--- config.mk ---
export PLATFORM = sky130hd
export DESIGN_NAME = hilo_muldiv_ctrl
export DESIGN_NICKNAME = d
export VERILOG_FILES = /design/src/rtl/muldiv_pkg.sv /design/src/rtl/muldiv_mul.sv /design/src/rtl/hilo_muldiv_ctrl.sv
export SDC_FILE = /design/constraint.sdc
export NUM_CORES = 2
export LEC_CHECK = 0
export BUFFER_PORTS_ARGS = -buffer_cell sky130_fd_sc_hd__buf_2
export CAP_MARGIN = 20
export CORE_ASPECT_RATIO = 1.75
export CORE_UTILIZATION = 65
export DETAILED_ROUTE_END_ITERATION = 10
export GPL_TIMING_DRIVEN = 0
export PLACE_DENSITY = 0.84
export RECOVER_POWER = 100
export SYNTH_ARGS = -nofsm -noshare
export SYNTH_HDL_FRONTEND = slang
export SYNTH_SLANG_ARGS = --single-unit
--- constraint.sdc ---
create_clock -name clk -period 10.7 [get_ports clk]
set_input_delay 2.14 -clock clk [delete_from_list [all_inputs] [get_ports clk]]
set_output_delay 2.14 -clock clk [all_outputs]
set_load 0.1 [all_outputs]
--- src/rtl/muldiv_pkg.sv ---
// muldiv_pkg: op codes, sequencer state encoding and divide-by-zero constant shared by the HI/LO unit
package muldiv_pkg;
  localparam logic [2:0] OP_NOP   = 3'd0;
  localparam logic [2:0] OP_MULT  = 3'd1;
  localparam logic [2:0] OP_MULTU = 3'd2;
  localparam logic [2:0] OP_DIV   = 3'd3;
  localparam logic [2:0] OP_DIVU  = 3'd4;
  localparam logic [2:0] OP_MTHI  = 3'd5;
  localparam logic [2:0] OP_MTLO  = 3'd6;
  localparam logic [31:0] LO_DIV0 = 32'hFFFF_FFFF;
  typedef enum logic [1:0] {ST_IDLE, ST_LAUNCH, ST_SETTLE, ST_WAIT} state_t;
  function automatic logic is_div(input logic [2:0] code);
    return code == OP_DIV || code == OP_DIVU;
  endfunction
endpackage

--- src/rtl/muldiv_mul.sv ---
// muldiv_mul: combinational 32x32 multiplier; sgn selects two's-complement operands, 64-bit result
module muldiv_mul (
  input  logic        sgn,
  input  logic [31:0] a,
  input  logic [31:0] b,
  output logic [63:0] prod
);
  logic [63:0] a_ext, b_ext;
  // Sign- or zero-extend to 64 bits; the low 64 bits of the product are then correct for both modes
  always_comb begin
    a_ext = {{32{sgn & a[31]}}, a};
    b_ext = {{32{sgn & b[31]}}, b};
    prod  = a_ext * b_ext;
  end
endmodule

--- src/rtl/hilo_muldiv_ctrl.sv ---
// hilo_muldiv_ctrl: HI/LO register owner; multiplies in-block, sequences the external divider core
module hilo_muldiv_ctrl
  import muldiv_pkg::*;
(
  input  logic        clk,
  input  logic        rst_n,
  input  logic        op_valid,
  input  logic [2:0]  op_code,
  input  logic [31:0] op_a,
  input  logic [31:0] op_b,
  output logic        busy,
  output logic        done,
  output logic [31:0] hi,
  output logic [31:0] lo,
  output logic        div_start,
  output logic        div_signed,
  output logic [31:0] div_dividend,
  output logic [31:0] div_divisor,
  input  logic [31:0] div_q,
  input  logic [31:0] div_r,
  input  logic        div_done
);
  state_t      state, state_nxt;
  logic [63:0] prod;
  logic [31:0] hi_nxt, lo_nxt, dvd_nxt, dvs_nxt;
  logic        done_nxt, sgn_nxt, accept;

  muldiv_mul u_mul (
    .sgn (op_code == OP_MULT),
    .a   (op_a),
    .b   (op_b),
    .prod(prod)
  );

  assign accept    = state == ST_IDLE && op_valid;
  assign busy      = state != ST_IDLE;
  assign div_start = state == ST_LAUNCH;

  // State register; reset aborts any divide in flight without touching the core
  always_ff @(posedge clk)
    state <= rst_n ? state_nxt : ST_IDLE;

  // Only a divide with a nonzero divisor leaves IDLE; SETTLE blinds us to the core's stale idle flag
  always_comb begin
    state_nxt = state;
    case (state)
      ST_IDLE:   state_nxt = (op_valid && is_div(op_code) && op_b != '0) ? ST_LAUNCH : ST_IDLE;
      ST_LAUNCH: state_nxt = ST_SETTLE;
      ST_SETTLE: state_nxt = ST_WAIT;
      ST_WAIT:   state_nxt = div_done ? ST_IDLE : ST_WAIT;
      default:   state_nxt = ST_IDLE;
    endcase
  end

  // Next HI/LO and divider operands: divider writeback in WAIT, otherwise the accepted op
  always_comb begin
    hi_nxt   = hi;
    lo_nxt   = lo;
    done_nxt = 1'b0;
    sgn_nxt  = div_signed;
    dvd_nxt  = div_dividend;
    dvs_nxt  = div_divisor;
    if (state == ST_WAIT && div_done) begin
      hi_nxt   = div_r;
      lo_nxt   = div_q;
      done_nxt = 1'b1;
    end else if (accept) begin
      case (op_code)
        OP_MULT, OP_MULTU: begin
          {hi_nxt, lo_nxt} = prod;
          done_nxt = 1'b1;
        end
        OP_MTHI: begin
          hi_nxt   = op_a;
          done_nxt = 1'b1;
        end
        OP_MTLO: begin
          lo_nxt   = op_a;
          done_nxt = 1'b1;
        end
        OP_DIV, OP_DIVU: begin
          if (op_b == '0) begin
            hi_nxt   = op_a;
            lo_nxt   = LO_DIV0;
            done_nxt = 1'b1;
          end else begin
            sgn_nxt = op_code == OP_DIV;
            dvd_nxt = op_a;
            dvs_nxt = op_b;
          end
        end
        default: ;
      endcase
    end
  end

  // Result and operand registers
  always_ff @(posedge clk) begin
    if (!rst_n) begin
      hi           <= '0;
      lo           <= '0;
      done         <= 1'b0;
      div_signed   <= 1'b0;
      div_dividend <= '0;
      div_divisor  <= '0;
    end else begin
      hi           <= hi_nxt;
      lo           <= lo_nxt;
      done         <= done_nxt;
      div_signed   <= sgn_nxt;
      div_dividend <= dvd_nxt;
      div_divisor  <= dvs_nxt;
    end
  end
endmodule

==> results of run 1 <==
per-stage QoR:
stage / util / hold slack (ns) / setup TNS [ns] / setup slack (ns)
CTS: 0.7079 / 0.4514 / 0 / 0.002268
detailed placement: 0.6965 / 0.4441 / -38.82 / -2.251
global placement: 0.6890 / 0.4375 / -58.21 / -2.746
floorplan: - / 0.4712 / 0 / 0.6514
metal layers:
metal,track usage,overflow
met1,0.7116,2
met2,0.8997,122
met3,0.4519,3
met4,0.6889,87
met5,0.07771,0
Yosys cell counts, types with 11 or more instances:
cell / count
inv_1: 1153
fa_1: 1125
nand2_1: 978
clkbuf_1: 338
and2_1: 293
ha_1: 212
a21oi_1: 180
dfxtp_1: 132
nor2_1: 124
o21ai_0: 70
xnor2_1: 46
nor3_1: 44
a21o_1: 36
nand3_1: 34
and3_1: 27
a221oi_1: 26
a31oi_1: 23
o211ai_1: 23
a211oi_1: 18
o31ai_1: 17
nand4_1: 15
nor4_1: 14
xor2_1: 14
or2_2: 12
or3_1: 11
timing repair:
item,4_1_cts
resized for setup,44
setup buffers,8
pin swaps,3
endpoints found under the setup margin,27
kinds of logic after synthesis:
family          synth area share
simple gates              0.1602
buf+inv                   0.1273
fa+ha+maj                 0.5693
compound gates           0.06896
flops                    0.05976
xor+xnor                 0.01188
mux                     0.002547
==> impl_summary.txt, run 1 <==
----------------------------------------------------
[Outcome]
  Status ... did not finish
  Stage at which the flow ended ... global routing
  Error that ended the run ... [ERROR GRT-0116] Global routing finished with congestion. Check the congestion regions in the DRC Viewer.

[Synth]
  Proportion of synthesized flip-flops having asynchronous set or reset ... 0
  Syn. warnings ... 0
  Synthesized area divided by synthesized cell count ... 8.685 µm²
  Area share of the largest cell type after synthesis ... 0.5093
  Gate count after technology mapping ... 5091
  Area of the mapped netlist ... 44220 µm²
  Number of library cell types mapped by synthesis ... 73
  #FFs+latches synth ... 132
  Synth Net Count ... 6563
  Sequential share of the synthesized area ... 0.05976
  Cell taking the most area after synthesis ... fa_1
  EDFF count, synth ... 0
  Synth Flop Type ... dfxtp_1
  Main area contributors after synthesis ... fa_1 (51%), inv_1 (9.8%), nand2_1 (8.3%)

[Place]
  Placed Cells incl. Taps ... 6227
  Total cell area at the placement stage ... 46890 µm²
  Estimated wirelength of the detail-placed design ... 161.0 mm
  Port Buffers ... 209
  Routability-driven placement congestion ratio ... 1.096

[GRT]
  Gr usage total ... 0.6894
  Number of global-route vias before repair ... 46580
  Largest net degree at the start of global routing ... 25
  Global-route wire length before repair ... 333.2 mm
  GR Overflow Total ... 214

[CTS]
  Clock buffers created by TritonCTS ... 17
  H-tree lvl count ... 4
  Clock root buffer ... clkbuf_16
  CTS sink count ... 132
  Number of buffers added to fix hold violations after cts ... 0
  Clock buffer depth ... 2

[Die]
  Starting Density ... 0.6569
  DIE WIDTH ... 199.2 µm
  I/O Pins ... 267
  Site row count ... 126
  Die extent in y ... 347.0 µm

----------------------------------------------------
==> inputs of run 2 (changes only) <==
--- a/config.mk
+++ b/config.mk
@@ -7,11 +7,10 @@
 export LEC_CHECK = 0
 export BUFFER_PORTS_ARGS = -buffer_cell sky130_fd_sc_hd__buf_2
 export CAP_MARGIN = 20
-export CORE_ASPECT_RATIO = 1.75
-export CORE_UTILIZATION = 65
+export CORE_UTILIZATION = 40
 export DETAILED_ROUTE_END_ITERATION = 10
 export GPL_TIMING_DRIVEN = 0
-export PLACE_DENSITY = 0.84
+export PLACE_DENSITY_LB_ADDON = 0.15
 export RECOVER_POWER = 100
 export SYNTH_ARGS = -nofsm -noshare
 export SYNTH_HDL_FRONTEND = slang
==> run 2 against run 1 <==
Against the previous run: the run now ends clean; synthesized area stayed put; synthesized cell count stayed put.
==> impl_summary.txt, run 2 <==
----------------------------------------------------
[Outcome]
  Status ... finished, final reports clean

[CTS]
  H-tree lvl count ... 4 (unchanged)
  CTS sink count ... 132 (unchanged)
  Clock tree from TritonCTS ... yes
  Clock transition time at the flip-flop clock pins of the worst setup and hold paths ... 0.07 ns
  Number of buffers added to fix hold violations after cts ... 0 (unchanged)
  Clock latency at the later pin of the worst-skew pair ... 0.46 ns
  Clock buffer depth ... 2 (unchanged)
  Clock root buffer ... clkbuf_16
  Clock buffers created by TritonCTS ... 17 (unchanged)

[Synth]
  Xor and xnor area share after synthesis ... 0.01188 (unchanged)
  Cell taking the most area after synthesis ... fa_1
  Synth cell count leaders ... inv_1 (1153), fa_1 (1125), nand2_1 (978)
  Area share of the largest cell type after synthesis ... 0.5093 (unchanged)
  Cell with the most instances after synthesis ... inv_1
  Synthesized area divided by synthesized cell count ... 8.685 µm² (unchanged)
  Sequential share of the synthesized area ... 0.05976 (unchanged)
  Syn. warnings ... 0 (unchanged)
  Synth Flop Type ... dfxtp_1
  Multiplexer area fraction after synthesis ... 0.002547 (unchanged)
  Proportion of synthesized flip-flops having asynchronous set or reset ... 0 (unchanged)
  Number of library cell types mapped by synthesis ... 73 (unchanged)
  Post-synthesis adder-cell area fraction ... 0.5693 (unchanged)
  #FFs+latches synth ... 132 (unchanged)
  EDFF count, synth ... 0 (unchanged)
  Simple-gate share of the synthesized area ... 0.1602 (unchanged)
  Area of the mapped netlist ... 44220 µm² (unchanged)
  Synth Net Count ... 6563 (unchanged)
  Gate count after technology mapping ... 5091 (unchanged)
  Main area contributors after synthesis ... fa_1 (51%), inv_1 (9.8%), nand2_1 (8.3%)
  Main combinational cell family by area after synthesis ... adder cells
  Post-synthesis compound-gate area fraction ... 0.06896 (unchanged)

[Timing]
  Final Slew Violations ... 0
  Worst clock skew ... 0.01586 ns
  Min cycle time layout ... 10.63 ns
  Slack of the critical path ... 0.06562 ns
  Final setup violation count ... 0
  Transition time of the tightest slew-check pin ... 1.356 ns
  Maximum clock rate ... 94.03 MHz
  Slew HR ... 0.09984
  Final period utilization ... 0.9939
  Final hold violation count ... 0

[Cells and area]
  Share of final-layout standard cells stronger than drive strength 1 ... 0.05103
  Number of fill cells in the layout ... 11240
  Layout overhead on the synthesized area ... 9.015%
  Number of nets in the layout ... 6809
  Highest-count cells in the layout ignoring fill and taps ... inv_1 (1146), fa_1 (1116), nand2_1 (978), clkbuf_1 (390), and2_1 (290)
  Most common cell after layout, fill and taps aside ... inv_1

[Setup path]
  Startpoint type of the worst setup path ... input pin
  Critical path required time ... 11.09 ns
  Path depth of the worst reg2reg path ... 7
  Class of the most critical setup path ... in2reg
  Largest driver fanout on the critical path ... 10
  Setup slack of the most critical reg-to-reg path ... 6.93 ns
  Worst r2r src ... state[1]
  Crit. End Element ... register
  Critical Path AT ... 11.03 ns
  Worst reg2reg endpoint ... div_dividend[19]

[Die]
  DIE WIDTH ... 334.5 µm (+68%)
  Starting Density ... 0.4051 (-0.2518)
  I/O Pins ... 267 (unchanged)
  Die area ... 111900 µm²
  Site row count ... 121 (-4.0%)
  Die extent in y ... 334.5 µm (-3.6%)
  Area of the core ... 109200 µm²

[GRT]
  GR Overflow Total ... 0
  Number of global-route vias before repair ... 38630
  Number of antenna violations at the first check in global routing ... 22
  Gr usage total ... 0.3378
  Global-route wire length before repair ... 268.7 mm
  Largest net degree at the start of global routing ... 25

[Detailed routing]
  Initial DRT Pass Iterations ... 6
  Post-route DRC ... 0
  Number of DRC markers in iteration 0 ... 3384
  Average wire length per cell after detail routing ... 27.04 µm
  Number of vias after detailed routing ... 36870
  Post-route antenna net violation count ... 0
  Vias per Instance ... 5.391
  Post-Route WL ... 184.9 mm

[Place]
  Routability-driven placement congestion ratio ... 0.9831 (-10%)
  Post-placement worst setup slack ... -2.676 ns (-0.4245 ns)
  Port Buffers ... 209 (unchanged)
  Estimated wirelength of the detail-placed design ... 156.1 mm (-3.1%)

[Worst hold path]
  Worst min-delay path class ... reg2reg
  Hold endpoint ... lo[0]
  Hold path startpoint ... lo[0]
  Hold depth ... 2

[Run]
  Number of maximum-capacitance violations ... 0

----------------------------------------------------
-- run 2: cell counts after synthesis --
No cell type changed its count.
-- run 2: worst max-delay path, cell delays in order --
cell      delay (ns)
clkbuf_1        0.76
clkbuf_1        0.73
nand2_1         0.16
fa_1            0.52
inv_1           0.05
fa_1            0.49
inv_1           0.05
fa_1            0.47
fa_1            0.50
fa_1            0.53
inv_1           0.05
fa_1            0.47
inv_1           0.05
fa_1            0.48
fa_1            0.57
inv_1           0.06
ha_1            0.26
clkbuf_1        0.30
nand4_1         0.21
or2_2           0.34
or3b_1          0.40
o21ai_2         0.38
a21oi_2         0.21
o31ai_4         0.34
mux2_2          0.38
nor2_1          0.08
-- run 2: what timing repair did --
item	4_1_cts	5_1_grt
setup buffers	7	6
pin swaps	4	3
setup endpoints to repair	31	20
endpoints found under the hold margin	0	0
resized for setup	41	137
-- run 2: area by class of cell --
cell class / instances / area (µm²) / area share
clock buffer: 18 / 439.2 / 0.009111
multi-input combinational: 3461 / 36060 / 0.7481
inverter: 1153 / 4339 / 0.09002
clock inverter: 14 / 141.4 / 0.002933
sequential: 132 / 2643 / 0.05482
timing repair buffer: 245 / 1359 / 0.02819
tap: 1476 / 1847 / 0.03831
buffer: 327 / 1346 / 0.02793
antenna: 12 / 30.03 / 0.0006230
-- run 2: how the worst max path moves through the flow --
stage	slack [ns]	startpoint	end	cells after the start
CTS	0.008	op_a[30]	hi[24]	27
global route	-0.001	op_a[28]	hi[24]	27
finish	0.07	op_a[5]	hi[24]	26
floorplan	0.65	op_code[2]	hi[30]	30
global placement	-3.31	op_code[2]	hi[30]	30
detailed placement	-2.68	op_code[2]	hi[30]	30
-- run 2: metal layers --
layer  vias to the layer above  part of all wire  GRT usage
li1                      15500                 -          -
met1                     19400              0.39     0.4271
met2                      1559              0.47     0.5527
met3                       399             0.076    0.05546
met4                         8             0.068     0.1843
met5                         -           0.00027          0
-- run 2: cells by family after synthesis --
kind of cell | count (synthesis)
XOR/XNOR | 60
AO/OA/AOI/OAI | 474
AND/OR/NAND/NOR | 1579
buffers and inverters | 1498
adder cells (fa/ha/maj) | 1337
flip-flops | 132
multiplexers | 11
-- run 2: per-stage QoR --
stage / std cells / utilization / hold WS, ns / TNS, ns / instance area [µm²]
detailed placement: 6796 / 0.4345 / 0.4437 / -53.38 / 47430
CTS: 6825 / 0.4411 / 0.4521 / 0 / 48150
global route: 6830 / 0.4414 / 0.4704 / -0.001083 / 48180
floorplan: 5091 / - / 0.4712 / 0 / 44220
finish: 6838 / 0.4416 / 0.4560 / 0 / 48200
global placement: 6776 / 0.4316 / 0.4396 / -75.90 / 47110
Power of run 2 is not shown: default switching activity piles up to over one toggle a cycle in this logic, so the estimate is an artifact.
